===== config.mk =====
export PLATFORM = sky130hd
export DESIGN_NAME = alu_arbiter
export DESIGN_NICKNAME = d
export VERILOG_FILES = /design/src/rtl/alu_arbiter_pkg.sv /design/src/rtl/alu_arbiter_alu.sv /design/src/rtl/alu_arbiter.sv
export SDC_FILE = /design/constraint.sdc
export NUM_CORES = 1
export LEC_CHECK = 0
export BUFFER_PORTS_ARGS = -buffer_cell sky130_fd_sc_hd__buf_2
export CORE_UTILIZATION = 50
export DETAILED_ROUTE_END_ITERATION = 6
export GPL_TIMING_DRIVEN = 0
export MAX_ROUTING_LAYER = met4
export PLACE_DENSITY = 0.79
export SLEW_MARGIN = 10
export SYNTH_ARGS = -nofsm -noshare
export SYNTH_HDL_FRONTEND = slang
export SYNTH_HIERARCHICAL = 1
export SYNTH_SLANG_ARGS = --single-unit

===== constraint.sdc =====
create_clock -name clk -period 3.9 [get_ports clk]
set_input_delay 0.585 -clock clk [delete_from_list [all_inputs] [get_ports clk]]
set_output_delay 0.585 -clock clk [all_outputs]
set_load 0.02 [all_outputs]

===== src/rtl/alu_arbiter_pkg.sv =====
// Shared types and constants for the two-requester ALU arbiter.
package alu_arbiter_pkg;

  localparam logic [2:0] OP_ADD = 3'b000;
  localparam logic [2:0] OP_SUB = 3'b001;

  typedef enum logic [1:0] {
    ST_IDLE = 2'd0,
    ST_EXEC = 2'd1,
    ST_RESP = 2'd2
  } state_e;

  typedef enum logic {
    REQ0 = 1'b0,
    REQ1 = 1'b1
  } req_id_e;

  // True for the opcodes the ALU actually implements.
  function automatic logic op_supported(input logic [2:0] op);
    return (op == OP_ADD) || (op == OP_SUB);
  endfunction

endpackage


===== src/rtl/alu_arbiter_alu.sv =====
// Combinational add/subtract ALU; unsupported opcodes give zero plus an error flag.
module alu_arbiter_alu
  import alu_arbiter_pkg::*;
#(
  parameter int WIDTH = 16
) (
  input  logic [WIDTH-1:0] a_i,
  input  logic [WIDTH-1:0] b_i,
  input  logic [2:0]       op_i,
  output logic [WIDTH-1:0] result_o,
  output logic             err_o
);

  // Wrap-around arithmetic: carry and borrow fall off the top bit.
  always_comb begin
    result_o = '0;
    err_o    = !op_supported(op_i);
    case (op_i)
      OP_ADD:  result_o = a_i + b_i;
      OP_SUB:  result_o = a_i - b_i;
      default: result_o = '0;
    endcase
  end

endmodule


===== src/rtl/alu_arbiter.sv =====
// Round-robin arbiter time-sharing one ALU between two requesters, one op in flight.
module alu_arbiter
  import alu_arbiter_pkg::*;
#(
  parameter int WIDTH = 16
) (
  input  logic             clk,
  input  logic             rst_n,
  input  logic             req0_valid,
  output logic             req0_ready,
  input  logic [WIDTH-1:0] req0_a,
  input  logic [WIDTH-1:0] req0_b,
  input  logic [2:0]       req0_op,
  input  logic             req1_valid,
  output logic             req1_ready,
  input  logic [WIDTH-1:0] req1_a,
  input  logic [WIDTH-1:0] req1_b,
  input  logic [2:0]       req1_op,
  output logic             rsp0_valid,
  input  logic             rsp0_ready,
  output logic             rsp1_valid,
  input  logic             rsp1_ready,
  output logic [WIDTH-1:0] rsp_result,
  output logic             rsp_err,
  output logic             busy
);

  state_e           state_q;
  req_id_e          owner_q;
  req_id_e          last_q;
  logic [WIDTH-1:0] a_q;
  logic [WIDTH-1:0] b_q;
  logic [2:0]       op_q;
  logic [WIDTH-1:0] result_q;
  logic             err_q;
  logic             rsp0_valid_q;
  logic             rsp1_valid_q;
  logic             busy_q;

  logic [WIDTH-1:0] alu_result;
  logic             alu_err;
  logic             accept;
  req_id_e          grant_id;
  logic             owner_rsp_ready;

  // Grant goes to the lone valid requester, or on a tie to the one not served last.
  always_comb begin
    req0_ready      = (state_q == ST_IDLE) && req0_valid && (!req1_valid || (last_q == REQ1));
    req1_ready      = (state_q == ST_IDLE) && req1_valid && (!req0_valid || (last_q == REQ0));
    accept          = (req0_valid && req0_ready) || (req1_valid && req1_ready);
    grant_id        = req1_ready ? REQ1 : REQ0;
    owner_rsp_ready = (owner_q == REQ0) ? rsp0_ready : rsp1_ready;
  end

  alu_arbiter_alu #(.WIDTH(WIDTH)) u_alu (
    .a_i      (a_q),
    .b_i      (b_q),
    .op_i     (op_q),
    .result_o (alu_result),
    .err_o    (alu_err)
  );

  // Main FSM: latch the winner's operation, compute for one cycle, hold result until owner takes it.
  always_ff @(posedge clk or negedge rst_n) begin
    if (!rst_n) begin
      state_q      <= ST_IDLE;
      owner_q      <= REQ0;
      last_q       <= REQ1;
      a_q          <= '0;
      b_q          <= '0;
      op_q         <= OP_ADD;
      result_q     <= '0;
      err_q        <= 1'b0;
      rsp0_valid_q <= 1'b0;
      rsp1_valid_q <= 1'b0;
      busy_q       <= 1'b0;
    end else begin
      case (state_q)
        ST_IDLE: begin
          if (accept) begin
            a_q     <= (grant_id == REQ1) ? req1_a  : req0_a;
            b_q     <= (grant_id == REQ1) ? req1_b  : req0_b;
            op_q    <= (grant_id == REQ1) ? req1_op : req0_op;
            owner_q <= grant_id;
            last_q  <= grant_id;
            busy_q  <= 1'b1;
            state_q <= ST_EXEC;
          end
        end
        ST_EXEC: begin
          result_q     <= alu_result;
          err_q        <= alu_err;
          rsp0_valid_q <= (owner_q == REQ0);
          rsp1_valid_q <= (owner_q == REQ1);
          state_q      <= ST_RESP;
        end
        ST_RESP: begin
          if (owner_rsp_ready) begin
            rsp0_valid_q <= 1'b0;
            rsp1_valid_q <= 1'b0;
            busy_q       <= 1'b0;
            state_q      <= ST_IDLE;
          end
        end
        default: begin
          rsp0_valid_q <= 1'b0;
          rsp1_valid_q <= 1'b0;
          busy_q       <= 1'b0;
          state_q      <= ST_IDLE;
        end
      endcase
    end
  end

  assign rsp0_valid = rsp0_valid_q;
  assign rsp1_valid = rsp1_valid_q;
  assign rsp_result = result_q;
  assign rsp_err    = err_q;
  assign busy       = busy_q;

endmodule


Word-level counts from Yosys, hierarchy flattened
Index checks and enable logic that the tools add are counted.
{ "totals": {"register_bits": 59, "input_bits": 76, "output_inout_bits": 22, "elab_cells": 55} }
{ "classes": {"n_addsub": 2, "eq_ne": 5, "mux": 14, "bitwise": 4, "reduce_logical": 19} }
{ "ops": {"columns": ["operator", "count"], "rows": [
  ["16-bit two-way mux", 2],
  ["16-bit case mux with 2 select lines", 1],
  ["16-bit adder", 1],
  ["16-bit subtractor", 1],
  ["1-bit case mux with 3 select lines", 3],
  ["1-bit logical AND", 6],
  ["2-bit case mux with 3 select lines", 1],
  ["2-bit AND reduction", 3],
  ["1-bit logical OR", 4],
  ["1-bit two-way mux", 4],
  ["2-bit two-way mux", 2],
  ["2-bit != test (second input constant)", 2],
  ["1-bit NOT", 4],
  ["3-bit by 1-bit equality test with 1-bit output (second input constant)", 1],
  ["1-bit zero test", 3],
  ["3-bit zero test", 1],
  ["3-bit two-way mux", 1],
  ["3-bit AND reduction", 1],
  ["2-bit by 1-bit equality test with 1-bit output (second input constant)", 1],
  ["2-bit equality test (second input constant)", 1],
  ["2-bit zero test", 1]
]} }

Longest topological paths before layout
Gate-level depths: netlist of run 1.
{ "depth": {"depth_word": 7, "depth_mapped": 15, "mapped_depth_nobuf": 15} }

Cells and area by module
Netlist of run 1, hierarchy kept.
{ "by_module_without_submodules": {"columns": ["module", "n_inst", "cells_each", "area_per_inst_um2", "seq_area_each_um2"], "rows": [
  ["alu_arbiter", 1, 270, 3024.2, 1477.7],
  ["alu_arbiter_alu", 1, 161, 1111.1, 0.0]
]} }

Worst setup path after synthesis of run 1
OpenSTA, ideal clock, no wires.
{ "synth_timing": {"kind": "flip-flop to flip-flop", "startpoint": "register b_q[0]", "endpoint": "register result_q[15] (netlist: rsp_result[15])", "setup_time_ns": 0.065, "t_arrival_ns": 2.944, "required_time_ns": 3.835, "slack_ns": 0.891, "path_stages_with_launch": 15, "n_path_buf": 0, "synth_period_minus_slack_ns": 3.009, "path_cell_list": "dfrtp_1 > inv_1 > ha_1 > nand2b_1 > or4_1 > nor2_1 > a21oi_1 > xnor2_1 > ha_1 > and3_1 > and4_1 > a21o_1 > a2111o_1 > o21ai_2 > mux2_2"} }
{ "synth_between": {"elab_chain_len": 2, "word_cells_on_any_way": 3, "classes_between": "2 x add/sub; 1 x mux"} }
{ "synth_rtl": {"columns": ["element", "line_no", "rtl"], "rows": [
  ["from (decl)", "alu_arbiter.sv:32", "logic [WIDTH-1:0] b_q;"],
  ["from (signal assigned)", "alu_arbiter.sv:82", "b_q <= (grant_id == REQ1) ? req1_b : req0_b;"],
  ["16-bit subtractor / 16-bit adder (equally long branches)", "alu_arbiter_alu.sv:20, alu_arbiter_alu.sv:19", null],
  ["16-bit case mux with 2 select lines *", "alu_arbiter_alu.sv:18", "case (op_i)"],
  ["named net alu_result[15]", "alu_arbiter.sv:40", "logic [WIDTH-1:0] alu_result;"],
  ["to (signal assigned)", "alu_arbiter.sv:91", "result_q <= alu_result;"],
  ["to (decl)", "alu_arbiter.sv:34", "logic [WIDTH-1:0] result_q;"]
]} }
The timed path passes the listed nets; every way through them passes the cells marked *.
A chain may end at the register's enable or synchronous reset.

Final worst setup path of run 1
{ "layout_timing": {"startpoint": "register op_q[1]", "endpoint": "register result_q[12] (netlist: rsp_result[12])"} }
{ "layout_between": {"elab_chain_len": 2, "word_cells_on_any_way": 3, "classes_between": "1 x eq/ne; 1 x mux; 1 x reduce/logical"} }
{ "layout_rtl": {"columns": ["element", "line_no", "rtl"], "rows": [
  ["from (decl)", "alu_arbiter.sv:33", "logic [2:0] op_q;"],
  ["from (signal assigned)", "alu_arbiter.sv:83", "op_q <= (grant_id == REQ1) ? req1_op : req0_op;"],
  ["3-bit by 1-bit equality test with 1-bit output / 3-bit zero test (equally long branches)", "alu_arbiter_alu.sv:18", null],
  ["16-bit case mux with 2 select lines *", "alu_arbiter_alu.sv:18", null],
  ["named net alu_result[12]", "alu_arbiter.sv:40", null]
]} }
Marks and branches as above.

==> impl_metrics.csv, run 1 <==
group,metric,value,unit
clocking,numClockSinks,59,
die,core,7850,um2
layout,final_nets,632,
route,postRouteAntennaNets,0,
critical_path,r2r_start,"op_q[1]",
sta,period_minus_slack,3480,ps
layout,final_util,62.8,%
run_status,outcome,"completed",
min_path,min_path_type,"in -> async",
clocking,clkSlewWorstSetupHoldPaths,70,ps
die,dieWidth,92.9,um
sta,whs,314,ps
sta,slew_headroom,50.3,%
die,die_area,8640,um2
sta,finalSetupTns,0,ps
power_and_ir_drop,p_leak,2.41,nW
synthesis,synth_top_area_cell,"dfrtp_1",
route,routed_wl,10700,um
synthesis,synth.distinct_cells,55,
synthesis,synth-main-ff-cell,"dfrtp_1",
clocking,numCtsBuffers,9,
clocking,cts_root_buf,"clkbuf_8",
global_route,grt_max_degree,60,
place,gp_congestion,0.846,
synthesis,synth_nets,524,
die,die_h,92.9,um
critical_path,worstPathArrival,3700,ps
place,place_area,4750,um2
sta,rsz0062_at_grt,"false",
global_route,antenna_found_initial,0,
clocking,clockBufferDepth,2,
clocking,postCtsSetupBuffers,0,
sta,finalHoldViolations,0,
global_route,grt-ovfl-total,0,
route,viasPerCell,5.95,
synthesis,ys_seq_elements,59,
route,first_pass_iters,5,
critical_path,critPathMaxFanout,10,
job,max_cap_viol_count,0,
global_route,grt_pass1_vias,3638,
synthesis,syn-cell-area,4140,um2
clocking,holdBufCountCts,0,
clocking,cts_resized,0,
place,place_hpwl,8130,um
synthesis,yosys.area.top_type_share,35.1,%
critical_path,cp-startpoint,"op_q[1]",
die,start_util,52.7,%
power_and_ir_drop,power-per-cell-area,1020,nW/um2
clocking,cts_tree,"yes",
synthesis,yosys-top-cells-area,"dfrtp_1 (35%), o2111ai_1 (7.6%), nand3b_1 (6.5%), ha_1 (4.8%), mux2_2 (4.6%)",
synthesis,yosysWarnings,6,
sta,setup-violations-final,0,
sta,clock_skew,7.72,ps
route,drc,0,
sta,tightest_slew,746,ps
route,drt_iter0_drc,192,
synthesis,syn_inst,431,
critical_path,start_kind,"flip-flop",
power_and_ir_drop,ir_drop,0.000365,V
synthesis,seq_area_frac_synth,35.7,%
route,wire_per_inst,16.6,um
synthesis,async_flop_share,100,%
critical_path,end_kind,"flip-flop",
layout,area_growth,19.2,%
synthesis,synth_most_common_cell,"dfrtp_1",
die,io_pins,98,
sta,post-route-period-util,89.1,%
sta,drv_slew,0,
layout,drive_gt1_share,30.0,%
clocking,insertion_delay,330,ps
layout,stdcell_area,4930,um2
critical_path,crit_type,"reg -> reg",
synthesis,synth_edf_count,0,
place,placement.io_buffers,97,
synthesis,syn_avg_cell_area,9.59,um2
synthesis,synth_common_cells,"dfrtp_1 (58), nand3b_1 (36), o2111ai_1 (36), o21ai_0 (33), and3_1 (30)",
global_route,grt_util_all_layers,26.8,%
clocking,cts_htree_levels,3,
die,rows,32,
layout,antennaDiodeCount,0,
global_route,grt_first_pass_wirelength,17500,um
critical_path,r2r_slack,420,ps
sta,max_freq,288,MHz
critical_path,worstPathRequired,4120,ps
route,vias,3839,
cell families (layout without fill, tap and decap cells):
| family | after synthesis | after routing | share of synthesized area [%] |
|---|---|---|---|
| AOI/OAI and AO/OA | 123 | 123 | 20.4 |
| and+or+nand+nor | 143 | 143 | 21.5 |
| DFF | 59 | 59 | 35.7 |
| buffers and inverters | 44 | 156 | 6.05 |
| xor gates and xnor gates | 26 | 26 | 5.96 |
| muxes | 19 | 19 | 5.11 |
| adders and majority gates | 17 | 17 | 5.33 |
metrics by stage:
step,cells,power (mW),setup WS (ps)
after floorplan,431,3.69,891
after global placement,630,4.35,558
after detailed placement,630,4.46,478
after CTS,645,4.98,457
after global routing,645,5.45,188
final,645,5.02,424
layer usage:
metal | GRT usage, % | share of wire (%)
met1 | 36.1 | 44
met5 | - | 0
met4 | 10.8 | 2.6
met2 | 40.7 | 47
met3 | 3.69 | 6.6
worst paths after layout:
kind | to | cells past startpoint
min reg2reg | busy | 1
max in group asynchronous | b_q[14] | 1
min in group clk | busy | 1
max | rsp_result[12] | 13
min | rsp_result[11] | 1
max reg2reg | rsp_result[12] | 13
worst max-delay path, cell delays in order (launching register included):
cell,delay (ps)
dfrtp_1,390
nor2_1,310
and2_1,210
clkbuf_1,350
nor2_1,100
xnor2_1,220
ha_1,310
nor2b_1,180
o2111ai_1,260
a21oi_1,190
a311oi_1,340
xor2_1,180
nor2_1,50
mux2_2,270
power by group:
part	internal, mW	leakage [nW]	switching [mW]	total, mW
Clock	0.277	0.0953	0.233	0.510
Combinational	1.48	1.58	1.91	3.39
Sequential	0.899	0.735	0.223	1.12
registers in the layout, indices dropped and copies added, names as in the netlist:
| register | count |
|---|---|
| state_q | 2 |
| owner_q | 1 |
| rsp1_valid | 1 |
| rsp_err | 1 |
| busy | 1 |
| rsp_result | 16 |
| op_q | 3 |
| last_q | 1 |
| b_q | 16 |
| a_q | 16 |
| rsp0_valid | 1 |
placed cells by master, fill, tap and decap left out, drive strengths merged, types with 2 or more instances in the layout:
master	count
mux2	17
inv	10
o2111ai	36
o21a	2
o31ai	2
xnor2	17
clkinv	3
nor3	5
o22ai	2
nand2b	5
ha	16
o21ai	42
xor2	9
mux2i	2
and2	4
nand2	10
nor2b	5
nand3	4
clkbuf	30
o2bb2ai	2
a21oi	14
a31oi	5
and3	38
a21o	10
nor2	29
nand3b	36
dfrtp	58
buf	113
layout make-up:
class,count,area (um2)
fill,699,2920
multi-input combinational,328,2410
sequential,59,1480
timing repair buffer,97,488
buffer,33,209
clock buffer,13,169
tap,102,128
inverter,11,41.3
clock inverter,2,10.0
No activity file was read; power rests on OpenSTA's default activity.
==> inputs of run 2 (changes only) <==
--- a/config.mk
+++ b/config.mk
@@ -6,11 +6,13 @@
 export NUM_CORES = 1
 export LEC_CHECK = 0
 export BUFFER_PORTS_ARGS = -buffer_cell sky130_fd_sc_hd__buf_2
-export CORE_UTILIZATION = 50
+export CELL_PAD_IN_SITES_DETAIL_PLACEMENT = 0
+export CELL_PAD_IN_SITES_GLOBAL_PLACEMENT = 2
+export CORE_UTILIZATION = 33
 export DETAILED_ROUTE_END_ITERATION = 6
 export GPL_TIMING_DRIVEN = 0
 export MAX_ROUTING_LAYER = met4
-export PLACE_DENSITY = 0.79
+export PLACE_DENSITY = 0.78
 export SLEW_MARGIN = 10
 export SYNTH_ARGS = -nofsm -noshare
 export SYNTH_HDL_FRONTEND = slang
==> run 2 against run 1 <==
- combinational power about the same
- sequential power about the same
- core utilization is 21 points lower
- total power rose by 4.1%
- sequential cell count stayed put
- via count is 5.8% lower
- final cell count rose by 10%
- worst setup slack got worse by 160 ps
- clock skew increased by 0.56 ps
- register-to-register slack got worse by 160 ps
- sequential share of layout area decreased by 1.1 points
- critical path type unchanged
==> impl_metrics.csv, run 2 (synthesis gave the netlist of run 1 again) <==
group,metric,value,unit
run_status,outcome,"completed",
route,routed_wl,11500,um
power_and_ir_drop,power-per-cell-area,1020,nW/um2
layout,layout_common_cells,"buf_2 (101), dfrtp_1 (58), o2111ai_1 (36), nand3b_1 (36), o21ai_0 (33)",
route,wire_per_inst,16.2,um
clocking,cts_resized,0,
layout,layout_commonest_cell,"buf_2",
sta,rsz0062_at_grt,"false",
die,rows,40,
sta,finalHoldViolations,0,
critical_path,path_buf_inv,1,
global_route,grt-ovfl-total,0,
job,max_cap_viol_count,0,
layout,final_nets,632,
power_and_ir_drop,ir_drop,0.000274,V
critical_path,worstPathRequired,4110,ps
clocking,postCtsSetupBuffers,0,
power_and_ir_drop,power,5.23,mW
sta,drv_slew,0,
layout,antennaDiodeCount,0,
die,core,12100,um2
die,dieWidth,114,um
layout,area_growth,23.7,%
clocking,cts_root_buf,"clkbuf_16",
critical_path,start_kind,"flip-flop",
critical_path,crit_path_top_delay_cell,"dfrtp_1",
die,die_area,13000,um2
clocking,cts_tree,"yes",
clocking,clockBufferDepth,2,
die,io_pins,98,
sta,period_minus_slack,3640,ps
place,place_hpwl,8980,um
clocking,clkSlewWorstSetupHoldPaths,60,ps
power_and_ir_drop,p_leak,2.45,nW
route,drt_iter0_drc,143,
critical_path,cp_cell_sequence,"nor2_1, and2_1, clkbuf_1, nor2_1, xnor2_1, ha_1, nor2b_1, o2111ai_1, a21oi_1, a311oi_1, xor2_1, nor2_1, mux2_2",
sta,clock_skew,8.28,ps
sta,max_freq,275,MHz
route,viasPerCell,5.08,
route,vias,3616,
global_route,antenna_found_initial,0,
critical_path,crit_type,"reg -> reg",
sta,finalSetupTns,0,ps
layout,drive_gt1_share,30.3,%
route,drc,0,
global_route,grt_pass1_vias,3623,
critical_path,critPathMaxFanout,10,
critical_path,worstPathArrival,3840,ps
clocking,insertion_delay,320,ps
die,die_h,114,um
clocking,numClockSinks,59,
critical_path,critPathMaxStageDelay,390,ps
route,postRouteAntennaNets,0,
global_route,grt_max_degree,60,
sta,tightest_slew,783,ps
critical_path,crit_top_cell,"nor2_1",
place,placement.io_buffers,97,
clocking,numCtsBuffers,9,
sta,slew_headroom,47.8,%
min_path,min_path_type,"in -> async",
critical_path,crit_family,"simple AND/OR/NAND/NOR gates",
clocking,holdBufCountCts,0,
clocking,cts_htree_levels,3,
global_route,grt_first_pass_wirelength,18500,um
place,gp_congestion,0.848,
sta,post-route-period-util,93.2,%
die,start_util,34.1,%
critical_path,end_kind,"flip-flop",
global_route,grt_util_all_layers,19.1,%
route,first_pass_iters,5,
sta,setup-violations-final,0,
## run 2: cell types whose count changed in the layout (fill, tap and decap cells not counted), sizes merged
cell	delta
clkinvlp	+1
clkbuf	-2
clkinv	+2
## run 2: metal layers
layer	global-route usage [%]	share of wire, %
met5	-	0
met4	5.37	0.79
met3	2.60	3.1
met2	29.6	45
met1	26.2	51
## run 2: where the power goes
| group | leakage, nW | switching [mW] | internal [mW] |
|---|---|---|---|
| Sequential | 0.735 | 0.223 | 0.900 |
| Clock | 0.141 | 0.281 | 0.459 |
| Combinational | 1.58 | 1.89 | 1.47 |
## run 2: final cells by class
class | count | area (um2)
fillers | 1245 | 7000
flip-flops and latches | 59 | 1480
clock inverters | 5 | 27.5
repair buffers | 97 | 488
multi-input cells | 328 | 2410
well taps | 168 | 210
clock buffers | 11 | 253
plain buffers | 33 | 209
inverters | 11 | 41.3
## run 2: path summary, 6_finish.rpt
check	from	to	slack [ps]	cells after the start
setup / recovery	op_q[1]	rsp_result[12]	260	13
hold / removal	rst_n	rsp_result[1]	310	1
setup reg to reg	op_q[1]	rsp_result[12]	260	13
hold reg to reg	busy	busy	490	1
max in group asynchronous	rst_n	a_q[6]	3030	1
min in group clk	busy	busy	490	1
## run 2: through the flow
stage                     instance area (um2)  hold WS, ps  setup WS (ps)  cells  utilization (%)
final                                    5110          314            265    712             42.2
after global routing                     5110          416            120    712             42.2
after CTS                                5110          375            366    712             42.2
after detailed placement                 4830          469            381    696             39.9
after global placement                   4830          480            402    696             39.9
after floorplan                          4140          289            891    431                -
==> inputs of run 3 (changes only) <==
--- a/config.mk
+++ b/config.mk
@@ -5,14 +5,16 @@
 export SDC_FILE = /design/constraint.sdc
 export NUM_CORES = 1
 export LEC_CHECK = 0
+export ABC_AREA = 1
 export BUFFER_PORTS_ARGS = -buffer_cell sky130_fd_sc_hd__buf_2
+export CAP_MARGIN = 40
 export CELL_PAD_IN_SITES_DETAIL_PLACEMENT = 0
 export CELL_PAD_IN_SITES_GLOBAL_PLACEMENT = 2
-export CORE_UTILIZATION = 33
+export CORE_UTILIZATION = 30
 export DETAILED_ROUTE_END_ITERATION = 6
 export GPL_TIMING_DRIVEN = 0
 export MAX_ROUTING_LAYER = met4
-export PLACE_DENSITY = 0.78
+export PLACE_DENSITY = 0.79
 export SLEW_MARGIN = 10
 export SYNTH_ARGS = -nofsm -noshare
 export SYNTH_HDL_FRONTEND = slang
==> run 3 against run 2 <==
- worst hold slack better by 9.6 ps
- wire length up 3.2%
- final cell count up 24%
- sequential power about the same
- register-to-register slack better by 760 ps
- worst setup slack better by 760 ps
- sequential cell count unchanged
- die area up 11%
==> impl_metrics.csv, run 3 <==
group,metric,value,unit
sta,setup-violations-final,0,
layout,stdcell_area,5150,um2
global_route,grt_util_all_layers,18.3,%
global_route,antenna_found_initial,0,
critical_path,path_buf_inv,2,
layout,area_growth,23.3,%
global_route,grt_max_degree,60,
critical_path,start_kind,"flip-flop",
sta,drv_slew,0,
clocking,numCtsBuffers,9,
synthesis,yosysWarnings,6,
critical_path,worstPathArrival,3090,ps
synthesis,yosys.area.top_type_share,34.7,%
sta,period_minus_slack,2870,ps
synthesis,syn_inst,593,
critical_path,end_kind,"flip-flop",
critical_path,worstPathRequired,4120,ps
clocking,cts_htree_levels,3,
critical_path,crit_type,"reg -> reg",
synthesis,yosys-top-cells-area,"dfrtp_1 (35%), nand2_1 (24%), nand4_1 (5.5%), ha_1 (4.8%), mux2_1 (4.6%)",
clocking,clkSlewWorstSetupHoldPaths,50,ps
synthesis,synth_edf_count,0,
critical_path,critPathMaxFanout,10,
die,dieWidth,120,um
global_route,grt_first_pass_wirelength,19800,um
route,first_pass_iters,5,
place,place_hpwl,9450,um
clocking,cts_tree,"yes",
clocking,holdBufCountCts,0,
synthesis,seq_area_frac_synth,35.4,%
synthesis,synth_nets,686,
power_and_ir_drop,p_leak,2.98,nW
synthesis,syn_avg_cell_area,7.05,um2
route,wire_per_inst,13.5,um
place,gp_congestion,0.796,
sta,finalHoldViolations,0,
die,io_pins,98,
layout,antennaDiodeCount,0,
layout,layout_common_cells,"nand2_1 (270), buf_2 (111), dfrtp_1 (58)",
job,max_cap_viol_count,0,
clocking,cts_root_buf,"clkbuf_16",
critical_path,crit_top_cell,"nand2_1",
global_route,grt_pass1_vias,4039,
route,drt_iter0_drc,143,
synthesis,synth_top_area_cell,"dfrtp_1",
clocking,cts_resized,0,
clocking,insertion_delay,340,ps
sta,slew_headroom,48.9,%
power_and_ir_drop,ir_drop,0.000280,V
min_path,min_path_type,"in -> async",
clocking,postCtsSetupBuffers,0,
global_route,grt-ovfl-total,0,
synthesis,async_flop_share,100,%
sta,finalSetupTns,0,ps
sta,post-route-period-util,73.7,%
die,core,13400,um2
sta,max_freq,348,MHz
layout,final_nets,794,
critical_path,cp_cell_sequence,"nor2_4, nand2_4, buf_2, o21ai_1, inv_1, ha_1, nand3b_1, nand2_1, nand2_1, nand2_1, nand2_1, nand2_1, nand2_1, nand2_1, nor2_2, mux2_1",
layout,layout_commonest_cell,"nand2_1",
synthesis,syn-cell-area,4180,um2
route,postRouteAntennaNets,0,
die,rows,42,
critical_path,r2r_slack,1030,ps
run_status,outcome,"completed",
route,drc,0,
synthesis,synth_common_cells,"nand2_1 (270), dfrtp_1 (58), inv_1 (39), nor2_1 (39), nand4_1 (37)",
route,viasPerCell,4.58,
power_and_ir_drop,power-per-cell-area,1020,nW/um2
synthesis,synth-main-ff-cell,"dfrtp_1",
clocking,numClockSinks,59,
route,routed_wl,11900,um
die,die_area,14400,um2
place,placement.io_buffers,97,
sta,tightest_slew,766,ps
clocking,clockBufferDepth,2,
layout,drive_gt1_share,22.9,%
power_and_ir_drop,power,5.26,mW
synthesis,synth_most_common_cell,"nand2_1",
die,start_util,31.2,%
critical_path,crit_family,"simple AND/OR/NAND/NOR gates",
sta,clock_skew,4.64,ps
synthesis,ys_seq_elements,59,
synthesis,synth.distinct_cells,35,
critical_path,crit_path_top_delay_cell,"dfrtp_1",
die,die_h,120,um
critical_path,critPathMaxStageDelay,400,ps
layout,nFillCells,1459,
route,vias,4039,
place,place_area,4890,um2
sta,rsz0062_at_grt,"false",
==> run 3: cell count changes after synthesis, sizes merged, moves of 16 or more <==
cell,change
and3,-38
inv,+37
nand2,+264
nand3b,-35
nand4,+37
nor2,+16
o2111ai,-36
o21ai,-25
==> run 3: path summary, 6_finish.rpt <==
| path | start | cells past startpoint | endpoint |
|---|---|---|---|
| max | op_q[1] | 16 | rsp_result[15] |
| min | rst_n | 1 | rsp_result[3] |
| max reg2reg | op_q[1] | 16 | rsp_result[15] |
| min reg2reg | owner_q | 1 | rsp0_valid |
| max in group asynchronous | rst_n | 1 | b_q[12] |
| min in group clk | owner_q | 1 | rsp0_valid |
==> run 3: cell families (layout without fill, tap and decap cells) <==
kind of cell | Yosys count | in the layout | synth area share, %
AOI/OAI and AO/OA | 37 | 37 | 5.45
xor gates and xnor gates | 15 | 15 | 3.14
adders and majority gates | 17 | 17 | 5.27
buffers and inverters | 73 | 186 | 8.33
DFF | 59 | 59 | 35.4
muxes | 17 | 17 | 4.58
and+or+nand+nor | 375 | 375 | 37.9
==> run 3: worst reg2reg max path, cell delays in order (launching register included) <==
cell      delay (ps)
dfrtp_1          400
nor2_4           290
nand2_4          140
buf_2            230
o21ai_1          310
inv_1             80
ha_1             280
nand3b_1          80
nand2_1          140
nand2_1           80
nand2_1          140
nand2_1           70
nand2_1          100
nand2_1           60
nand2_1           70
nor2_2            30
mux2_1           270
==> run 3: area by class of cell <==
type / count / area (um2) / share of cell area, %
Buffer: 26 / 171 / 3.33
Clock buffer: 13 / 250 / 4.86
Clock inverter: 3 / 15.0 / 0.291
Inverter: 47 / 176 / 3.42
Multi-Input combinational cell: 461 / 2350 / 45.7
Sequential cell: 59 / 1480 / 28.7
Tap cell: 176 / 220 / 4.27
Timing Repair Buffer: 97 / 488 / 9.47
==> run 3: stage by stage <==
stage | hold WS, ps | utilization, % | instances | setup slack, ps
2_1_floorplan | 289 | - | 593 | 1460
3_3_place_gp | 469 | 36.4 | 866 | 1050
3_5_place_dp | 477 | 36.5 | 866 | 1050
4_1_cts | 355 | 38.4 | 882 | 1030
5_1_grt | 396 | 38.4 | 882 | 760
6_report | 323 | 38.4 | 882 | 1030
==> run 3: routing by layer <==
layer  track usage (%)  vias to the layer above  wire length [um]  part of all wire, %
met5                 -                        -                 0                    0
met1              23.7                     1819              5860                   49
met3              2.90                       14               435                  3.6
met2              28.8                       90              5440                   46
li1                  -                     2116                 -                    -
met4              6.72                        0               187                  1.6
==> run 3: power by group <==
group / leakage (nW) / switching (mW) / internal (mW)
sequential: 0.740 / 0.223 / 0.899
clock: 0.133 / 0.276 / 0.444
combinational: 2.10 / 2.18 / 1.24
